### src/rtl/uart_hex_rx_parser_if.sv
// Byte stream from the UART receive interface into the hex parser, plus the parser's
// committed value and status back out.
interface uart_hex_rx_parser_if;
  logic        rx_vld;
  logic [7:0]  rx_byte;
  logic [31:0] value;
  logic        val_vld;
  logic        err;
  logic        busy;
  logic [3:0]  ndig;

  modport master (
    output rx_vld, rx_byte,
    input  value, val_vld, err, busy, ndig
  );

  modport slave (
    input  rx_vld, rx_byte,
    output value, val_vld, err, busy, ndig
  );
endinterface

### src/rtl/uart_hex_rx_parser.sv
// ASCII hex number parser: accumulates hex digits and commits a 32-bit value on CR/LF.
// Define HEX_RX_BACKSPACE_EN to let BS/DEL remove the last digit while accumulating.
module uart_hex_rx_parser #(
  parameter int unsigned MAX_DIGITS = 8
) (
  input logic                 clk,
  input logic                 rst,
  uart_hex_rx_parser_if.slave bus
);

  typedef enum logic [1:0] {StIdle, StAccum, StDiscard} state_e;

  localparam logic [3:0] MaxNdig = 4'(MAX_DIGITS);

  state_e      state_q, state_d;
  logic [31:0] acc_q, acc_d;
  logic [3:0]  ndig_q, ndig_d;
  logic [31:0] value_q, value_d;
  logic        val_vld_q, val_vld_d;
  logic        err_q, err_d;
  logic        rx_vld_q;

  logic        accept;
  logic        is_digit;
  logic        is_term;
  logic        bksp_ok;
  logic        is_invalid;
  logic [3:0]  nibble;

  // A byte is taken only on the rising edge of rx_vld, however long it stays high.
  assign accept = bus.rx_vld & ~rx_vld_q;

  always_comb begin
    is_digit = 1'b0;
    nibble   = 4'h0;
    if (bus.rx_byte >= 8'h30 && bus.rx_byte <= 8'h39) begin
      is_digit = 1'b1;
      nibble   = bus.rx_byte[3:0];
    end else if ((bus.rx_byte >= 8'h41 && bus.rx_byte <= 8'h46) ||
                 (bus.rx_byte >= 8'h61 && bus.rx_byte <= 8'h66)) begin
      is_digit = 1'b1;
      nibble   = bus.rx_byte[3:0] + 4'd9;
    end
  end

  assign is_term = (bus.rx_byte == 8'h0D) || (bus.rx_byte == 8'h0A);

`ifdef HEX_RX_BACKSPACE_EN
  assign bksp_ok = (bus.rx_byte == 8'h08) || (bus.rx_byte == 8'h7F);
`else
  // Without backspace support BS/DEL fall through to the invalid class.
  assign bksp_ok = 1'b0;
`endif

  assign is_invalid = ~is_digit & ~is_term & ~bksp_ok;

  always_comb begin
    state_d   = state_q;
    acc_d     = acc_q;
    ndig_d    = ndig_q;
    value_d   = value_q;
    val_vld_d = 1'b0;
    err_d     = 1'b0;
    if (accept) begin
      unique case (state_q)
        StIdle: begin
          if (is_digit) begin
            acc_d   = {28'b0, nibble};
            ndig_d  = 4'd1;
            state_d = StAccum;
          end else if (is_invalid) begin
            state_d = StDiscard;
          end
        end
        StAccum: begin
          if (is_digit) begin
            if (ndig_q == MaxNdig) begin
              state_d = StDiscard;
            end else begin
              acc_d  = {acc_q[27:0], nibble};
              ndig_d = ndig_q + 4'd1;
            end
          end else if (is_term) begin
            value_d   = acc_q;
            val_vld_d = 1'b1;
            acc_d     = '0;
            ndig_d    = '0;
            state_d   = StIdle;
          end else if (bksp_ok) begin
            acc_d  = acc_q >> 4;
            ndig_d = ndig_q - 4'd1;
            if (ndig_q == 4'd1) state_d = StIdle;
          end else begin
            state_d = StDiscard;
          end
        end
        StDiscard: begin
          if (is_term) begin
            err_d   = 1'b1;
            acc_d   = '0;
            ndig_d  = '0;
            state_d = StIdle;
          end
        end
        default: state_d = StIdle;
      endcase
    end
  end

  always_ff @(posedge clk or posedge rst) begin
    if (rst) begin
      state_q   <= StIdle;
      acc_q     <= '0;
      ndig_q    <= '0;
      value_q   <= '0;
      val_vld_q <= 1'b0;
      err_q     <= 1'b0;
      rx_vld_q  <= 1'b0;
    end else begin
      state_q   <= state_d;
      acc_q     <= acc_d;
      ndig_q    <= ndig_d;
      value_q   <= value_d;
      val_vld_q <= val_vld_d;
      err_q     <= err_d;
      rx_vld_q  <= bus.rx_vld;
    end
  end

  assign bus.value   = value_q;
  assign bus.val_vld = val_vld_q;
  assign bus.err     = err_q;
  assign bus.busy    = (state_q != StIdle);
  assign bus.ndig    = ndig_q;

endmodule

### src/flat_wrapper.sv
// flat-port wrapper written by rule: the top's interface ports become plain ports
module uart_hex_rx_parser_flat 
#(
  parameter int unsigned MAX_DIGITS = 8
)
  (clk, rst, bus_rx_vld, bus_rx_byte, bus_value, bus_val_vld, bus_err, bus_busy, bus_ndig);
  uart_hex_rx_parser_if bus_i ();
  input logic clk;
  input logic rst;
  input wire logic [$bits(bus_i.rx_vld)-1:0] bus_rx_vld;
  input wire logic [$bits(bus_i.rx_byte)-1:0] bus_rx_byte;
  output wire logic [$bits(bus_i.value)-1:0] bus_value;
  output wire logic [$bits(bus_i.val_vld)-1:0] bus_val_vld;
  output wire logic [$bits(bus_i.err)-1:0] bus_err;
  output wire logic [$bits(bus_i.busy)-1:0] bus_busy;
  output wire logic [$bits(bus_i.ndig)-1:0] bus_ndig;
  assign bus_i.rx_vld = bus_rx_vld;
  assign bus_i.rx_byte = bus_rx_byte;
  assign bus_value = bus_i.value;
  assign bus_val_vld = bus_i.val_vld;
  assign bus_err = bus_i.err;
  assign bus_busy = bus_i.busy;
  assign bus_ndig = bus_i.ndig;
  uart_hex_rx_parser #(.MAX_DIGITS(MAX_DIGITS)) u_core (.clk(clk), .rst(rst), .bus(bus_i));
endmodule
### config.mk
export PLATFORM = sky130hd
export DESIGN_NAME = uart_hex_rx_parser_flat
export DESIGN_NICKNAME = d
export VERILOG_FILES = /design/src/rtl/uart_hex_rx_parser_if.sv /design/src/rtl/uart_hex_rx_parser.sv /design/src/flat_wrapper.sv
export SDC_FILE = /design/constraint.sdc
export NUM_CORES = 1
export LEC_CHECK = 0
export ABC_AREA = 1
export CAP_MARGIN = 20
export CORE_ASPECT_RATIO = 0.5
export CORE_MARGIN = 2
export CORE_UTILIZATION = 45
export DETAILED_ROUTE_END_ITERATION = 7
export HOLD_SLACK_MARGIN = 0.1
export MAX_ROUTING_LAYER = met4
export PLACE_DENSITY = 0.66
export SLEW_MARGIN = 20
export SYNTH_ARGS = -nofsm -noshare
export SYNTH_HDL_FRONTEND = slang
export SYNTH_SLANG_ARGS = --single-unit
### constraint.sdc
create_clock -name clk -period 5.42 [get_ports clk]
set_input_delay 1.084 -clock clk [delete_from_list [all_inputs] [get_ports clk]]
set_output_delay 1.084 -clock clk [all_outputs]
set_load 0.01 [all_outputs]
* Word level (Yosys, flattened, before mapping)
Index checks and enable logic that the tools add are counted.
** Word-level totals
- Logic and storage cells :: 68
- Register bits :: 73
- Output and inout bits :: 39
- Input port bits :: 11
** Cells by class
- Order comparisons :: 6
- Reductions and logical operators :: 11
- Eq/ne operators :: 10
- Mux-type cells :: 27
- Add/subtract/negate cells :: 2
- Bitwise logic cells :: 5
** Operator list (number)
- 32-bit two-way mux :: 4
- 32-bit one-hot mux with 3 select lines :: 1
- 4-bit two-way mux :: 6
- 8-bit by 4-bit equality test with 1-bit output (second input constant) :: 2
- 8-bit by 7-bit >= comparator with 1-bit output (second input constant) :: 2
- 8-bit by 7-bit <= comparator with 1-bit output (second input constant) :: 2
- 2-bit two-way mux :: 6
- 4-bit one-hot mux with 3 select lines :: 1
- 4-bit AND reduction :: 3
- 8-bit by 6-bit >= comparator with 1-bit output (second input constant) :: 1
- 8-bit by 6-bit <= comparator with 1-bit output (second input constant) :: 1
- 1-bit two-way mux :: 8
- 3-bit != test (second input constant) :: 2
- 2-bit one-hot mux with 3 select lines :: 1
- 4-bit by 1-bit adder with 4-bit output (second input constant) :: 1
- 4-bit adder (second input constant) :: 1
- 4-bit equality test (second input constant) :: 1
- 2-bit by 1-bit != test with 1-bit output (second input constant) :: 2
- 1-bit logical AND :: 3
- 3-bit by 1-bit != test with 1-bit output (second input constant) :: 1
- 1-bit NOT :: 3
- 3-bit nonzero test :: 1
- 1-bit bitwise AND :: 2
- 2-bit by 1-bit equality test with 1-bit output (second input constant) :: 1
- other kinds (4) :: 5

* Longest topological paths before layout
- Word-level depth :: 10
- Mapped depth :: 14
- Depth with buffers taken out :: 13

* Worst setup path before layout
No wires, ideal clock.
- Kind :: input port to flip-flop
- Start point :: in bus_rx_byte[1]
- End point :: reg u_core.acc_q[31]
- Setup time :: 116 ps
- Arrival :: 2220 ps
- Required time :: 5304 ps
- Slack :: 3083 ps
- Stages :: 14
- Cell sequence :: inv_1 ha_1 nor2_1 nand2_1 nand3_2 nand2_2 buf_6 inv_4 buf_6 nand2_1 nand3_2 nand2_1 nand2_1 nand2_1
** On the way
- Cells in the longest elaborated chain, start to end :: 7
- Elaborated cells between the ends (all ways) :: 21
- Classes of those cells :: order compare (6); eq/ne (4); mux (5); reduce/logical (6)
** RTL lines
- start: declaration :: line flat_wrapper.sv:11 : input wire logic [$bits(bus_i.rx_byte)-1:0] bus_rx_byte;
- 8-bit by 7-bit >= comparator with 1-bit output, or another cell as far along :: line uart_hex_rx_parser.sv:39 : end else if ((bus.rx_byte >= 8'h41 && bus.rx_byte <= 8'h46) ||
- 1-bit logical AND (on tied branches) :: line uart_hex_rx_parser.sv:39, uart_hex_rx_parser.sv:40
- 1-bit logical OR :: line uart_hex_rx_parser.sv:39
- 1-bit two-way mux :: line uart_hex_rx_parser.sv:39
- 1-bit two-way mux :: line uart_hex_rx_parser.sv:36 : if (bus.rx_byte >= 8'h30 && bus.rx_byte <= 8'h39) begin
- 3-bit != test (no source line), or another cell as far along
- 4-bit AND reduction (no source line) or 32-bit one-hot mux with 3 select lines (tied branches)
- end signal: assignment :: line uart_hex_rx_parser.sv:113 : acc_q <= '0;
- end signal: assignment :: line uart_hex_rx_parser.sv:121 : acc_q <= acc_d;
- end: declaration :: line uart_hex_rx_parser.sv:16 : logic [31:0] acc_q, acc_d;
Several ways; a longest one is shown, not always the timed one.
A chain may end at the register's enable or synchronous reset.

* Worst setup path after layout
- Start point :: in bus_rx_byte[0]
- End point :: reg u_core.acc_q[3]
** On the way
- Cells in the longest elaborated chain, start to end :: 8
- Elaborated cells between the ends (all ways) :: 26
- Classes of those cells :: add/sub (1); order compare (6); eq/ne (4); mux (9); reduce/logical (6)
** RTL lines
- 8-bit by 7-bit >= comparator with 1-bit output, or another cell as far along :: line uart_hex_rx_parser.sv:39
- 1-bit logical AND (on tied branches) :: line uart_hex_rx_parser.sv:39, uart_hex_rx_parser.sv:40
- 1-bit logical OR :: line uart_hex_rx_parser.sv:39
- 4-bit two-way mux :: line uart_hex_rx_parser.sv:39
- 4-bit two-way mux :: line uart_hex_rx_parser.sv:36
- 32-bit two-way mux :: line uart_hex_rx_parser.sv:77 : if (ndig_q == MaxNdig) begin
- 32-bit two-way mux :: line uart_hex_rx_parser.sv:76 : if (is_digit) begin
- 32-bit one-hot mux with 3 select lines :: line uart_hex_rx_parser.sv:65 : unique case (state_q)
Several ways; a longest one is shown, not always the timed one. The select of a mux whose other input is x is not followed.

==> summary.txt <==
Status
  • Status: finished clean

Synthesis
  • Synth Area in Compound Gates: 0.00524
  • Mux cell area share after synthesis: 0.0745
  • Post-Syn Instances: 562
  • Leading area contributor after synthesis: dfrtp_1
  • Synth top cells by count: nand2_1, inv_1, dfrtp_1
  • Number of synthesized register bits: 73
  • Seq/Total Area, Yosys: 0.425
  • Most used flip-flop cell after synthesis: dfrtp_1
  • Post-Synth Adder-Cell Area: 0.0291
  • Simple-gate share of the synthesized area: 0.332
  • Post-synth cell types: 23
  • Syn avg cell area: 7.65 um2
  • EDFF count, synth: 0
  • Xor/xnor share of the synthesized area: 0.00611
  • Largest family of logic cells by synthesized area: simple AND/OR/NAND/NOR gates
  • Total nets after synthesis: just under 600
  • Most common cell in the synthesized netlist: nand2_1
  • Asr flop ratio synth: 1.00
  • Synth top area share: 0.425
  • Ys Warns: 0
  • Synth area leaders: dfrtp_1, nand2_1, mux2i_1, inv_1, nand3_1
  • Cell Area, Synth: 4300 um2

GRT
  • Initial antenna violation count: 0
  • GR Overflow Total: 0
  • Pin count of the biggest net entering global routing: just over 40
  • First-pass GRT wire length: 15.1 mm
  • Global Route Usage Sum: 0.190
  • Vias in the first global route: between 3,000 and 4,000

Pwr
  • Worst IR Drop VDD: 0.168 mV
  • Design Power: 1420 uW
  • Leakage: about 0.0031 uW
  • Cell Pwr Density: 282 nW/um2

Clock tree
  • Clock Tree Root: clkbuf_16
  • TritonCTS clock tree: built
  • Longest Clk Path Bufs: 2
  • Total CTS buffers: 9
  • PostCTS Resize Cnt: 0
  • Clock latency at the later pin of the worst-skew pair: 0.34 ns
  • Cts hold-fix bufs: 0
  • CTS clk-pin slew, worst paths: 0.05 ns
  • Clk sink count: 73
  • Setup repair bufs after CTS: 0
  • Htree depth: 3

Setup path
  • R2R cell count: 8
  • Critical path's most frequent cell: nand2_1
  • Arrival time worst endpoint: 3.80 ns
  • Worst path slowest cell: clkdlybuf4s50_1
  • CP cell instances: clkdlybuf4s50_1 > inv_1 > ha_1 > nor2_1 > nand2_1 > nand3_2 > nand2_2 > buf_4 > nand2_1 > nand2_2 > nand2_2 > inv_2 > nand2_1 > nand2_1 > nand2_1
  • Flop2flop setup slack: 3.23 ns
  • Critical path class: primary input to flip-flop
  • Crit path capture type: flip-flop
  • CP delay by family, top: buffers and inverters
  • Worst R2R Start: u_core.state_q[1]$_DFFE_PP0P_
  • CP max stage delay: 0.51 ns
  • R2R Path End: u_core.acc_q[16]$_DFFE_PP0P_
  • Crit path buf inv count: 4
  • Worst path required time: around 5.7 ns
  • Worst-path maximum fanout: 38
  • Worst setup SP type: primary input

Route
  • Post-Route WL: 8.45 mm
  • DR vias/cell: 4.73
  • Vias: 3,432
  • Final ANT Viol Nets: 0
  • Drt pass-1 iters: 5
  • Remaining DRCs: 0
  • DRT iter0 DRCs: 279
  • WL/cell: 11.6 um

STA
  • Slew headroom: 0.344
  • Final setup vio count: 0
  • Tcrit/Tclk final: 0.660
  • Max Slew Vio Count: 0
  • Worst Tran Pin Value: 0.983 ns
  • RSZ-0062 raised after global routing: no
  • Clock skew: about 0.0065 ns
  • Final Hold Viols: 0
  • Final TNS setup: 0 ns
  • Tmin final: 3.57 ns
  • Max Clk Rate: 280 MHz

Hold path
  • WHS Endpoint: u_core.bus.value[0]$_DFFE_PP0P_
  • Hold path cells: 2
  • Worst Hold Class: flip-flop to flip-flop
  • Hold path startpoint: u_core.bus.value[0]$_DFFE_PP0P_

Run
  • Max_cap viols: 0

Floorplanning
  • Core Area: roughly 9400 um2
  • Top-Level Pins: 50
  • Die Y: 73.1 um
  • Full die area: 10,400 um2
  • Initial core utilization: 0.460
  • FP Rows: 25
  • Die X-Extent: between 100 and 150 um

Layout
  • Area grow syn2layout: 17.4%
  • Area occupied by multi-input gates: 1920 um2
  • Final instance area: 5050 um2
  • Fillcell total: 862
  • Fin nets: slightly above 600
  • Diodes inserted: 0
  • Layout cell share with drive strength beyond 1: 0.0810
  • Register area: 1830 um2

Placement
  • Detailed placer's ending HPWL: 5.68 mm
  • Dpl cell area: 4750 um2
  • PortBufs: 49
  • RePlAce Congestion: 0.844
[flip-flops by register name, summed over array words and instances, names as in the netlist]
register,cells
u_core.acc_q,32
u_core.bus.ndig,4
u_core.bus.val_vld,1
u_core.state_q,2
u_core.bus.value,32
u_core.bus.err,1
u_core.rx_vld_q,1
[layer usage]
metal	wire (um)	track usage	vias up
met2	3810	0.289	61
met5	0	-	-
met1	4150	0.246	1584
met3	344	0.0525	14
met4	148	0.0700	0
li1	-	-	1773
[power breakdown]
part | switching (uW) | internal [uW]
sequential | 21.0 | 562
combinational | 176 | 73.6
clock | 213 | 377
[worst reg2reg max path, cell delays in order (launching register included)]
cell     delay, ns
dfrtp_1       0.40
inv_1         0.09
ha_1          0.39
inv_1         0.17
nor2_4        0.66
nand3_1       0.20
nand2_1       0.11
nand2_1       0.05
nand2_1       0.08
[cell families after synthesis]
logic type | count (synthesis)
AND/OR/NAND/NOR | 327
XOR/XNOR | 3
adder cells (fa/ha/maj) | 10
multiplexers | 32
AO/OA/AOI/OAI | 4
flip-flops | 73
buffers and inverters | 113
[placed cells by master, fill, tap and decap left out]
| cell type | Yosys | layout |
|---|---|---|
| nor2_2 | 2 | 2 |
| clkbuf_16 | 0 | 9 |
| clkbuf_1 | 0 | 1 |
| ha_1 | 10 | 10 |
| nand3_1 | 34 | 34 |
| xor2_1 | 3 | 3 |
| mux2i_1 | 32 | 32 |
| o22ai_1 | 2 | 2 |
| nor2_1 | 14 | 14 |
| dfrtp_1 | 73 | 73 |
| buf_4 | 3 | 2 |
| a21oi_1 | 2 | 2 |
| nand2_2 | 5 | 5 |
| nand3_4 | 3 | 3 |
| nand3b_1 | 1 | 1 |
| inv_4 | 2 | 2 |
| inv_2 | 5 | 6 |
| nor3_1 | 1 | 1 |
| nand3_2 | 14 | 14 |
| bufinv_16 | 0 | 1 |
| clkinv_2 | 0 | 2 |
| nor2_4 | 1 | 1 |
| clkdlybuf4s50_1 | 0 | 49 |
| nand2_1 | 252 | 252 |
| inv_1 | 83 | 82 |
| clkbuf_8 | 0 | 2 |
[how the worst max path moves through the flow]
stage / slack, ns / start / depth (start not counted) / to
floorplan: 2.48 / rst / 1 / u_core.acc_q[0]$_DFFE_PP0P_
global placement: 1.65 / bus_rx_byte[0] / 15 / u_core.acc_q[3]$_DFFE_PP0P_
detailed placement: 1.49 / bus_rx_byte[0] / 15 / u_core.acc_q[3]$_DFFE_PP0P_
CTS: 1.83 / bus_rx_byte[0] / 15 / u_core.acc_q[3]$_DFFE_PP0P_
global route: 1.57 / bus_rx_byte[0] / 15 / u_core.acc_q[1]$_DFFE_PP0P_
finish: 1.85 / bus_rx_byte[0] / 15 / u_core.acc_q[3]$_DFFE_PP0P_
[layout make-up]
type                    instances  area share
multi-input cells             376       0.381
flip-flops and latches         73       0.362
repair buffers                 51       0.100
inverters                      90      0.0679
clock buffers                  12      0.0508
well taps                     121      0.0300
clock inverters                 3     0.00793
[stage by stage]
stage / hold slack, ns / std cells / util / worst slack [ns]
finish: 0.480 / 726 / 0.540 / 1.85
global route: 0.503 / 726 / 0.540 / 1.57
CTS: 0.487 / 726 / 0.540 / 1.83
detailed placement: 0.473 / 711 / 0.508 / 1.49
global placement: 0.471 / 711 / 0.508 / 1.65
floorplan: 0.463 / 562 / - / 2.48
(Power assumes the default switching activity.)
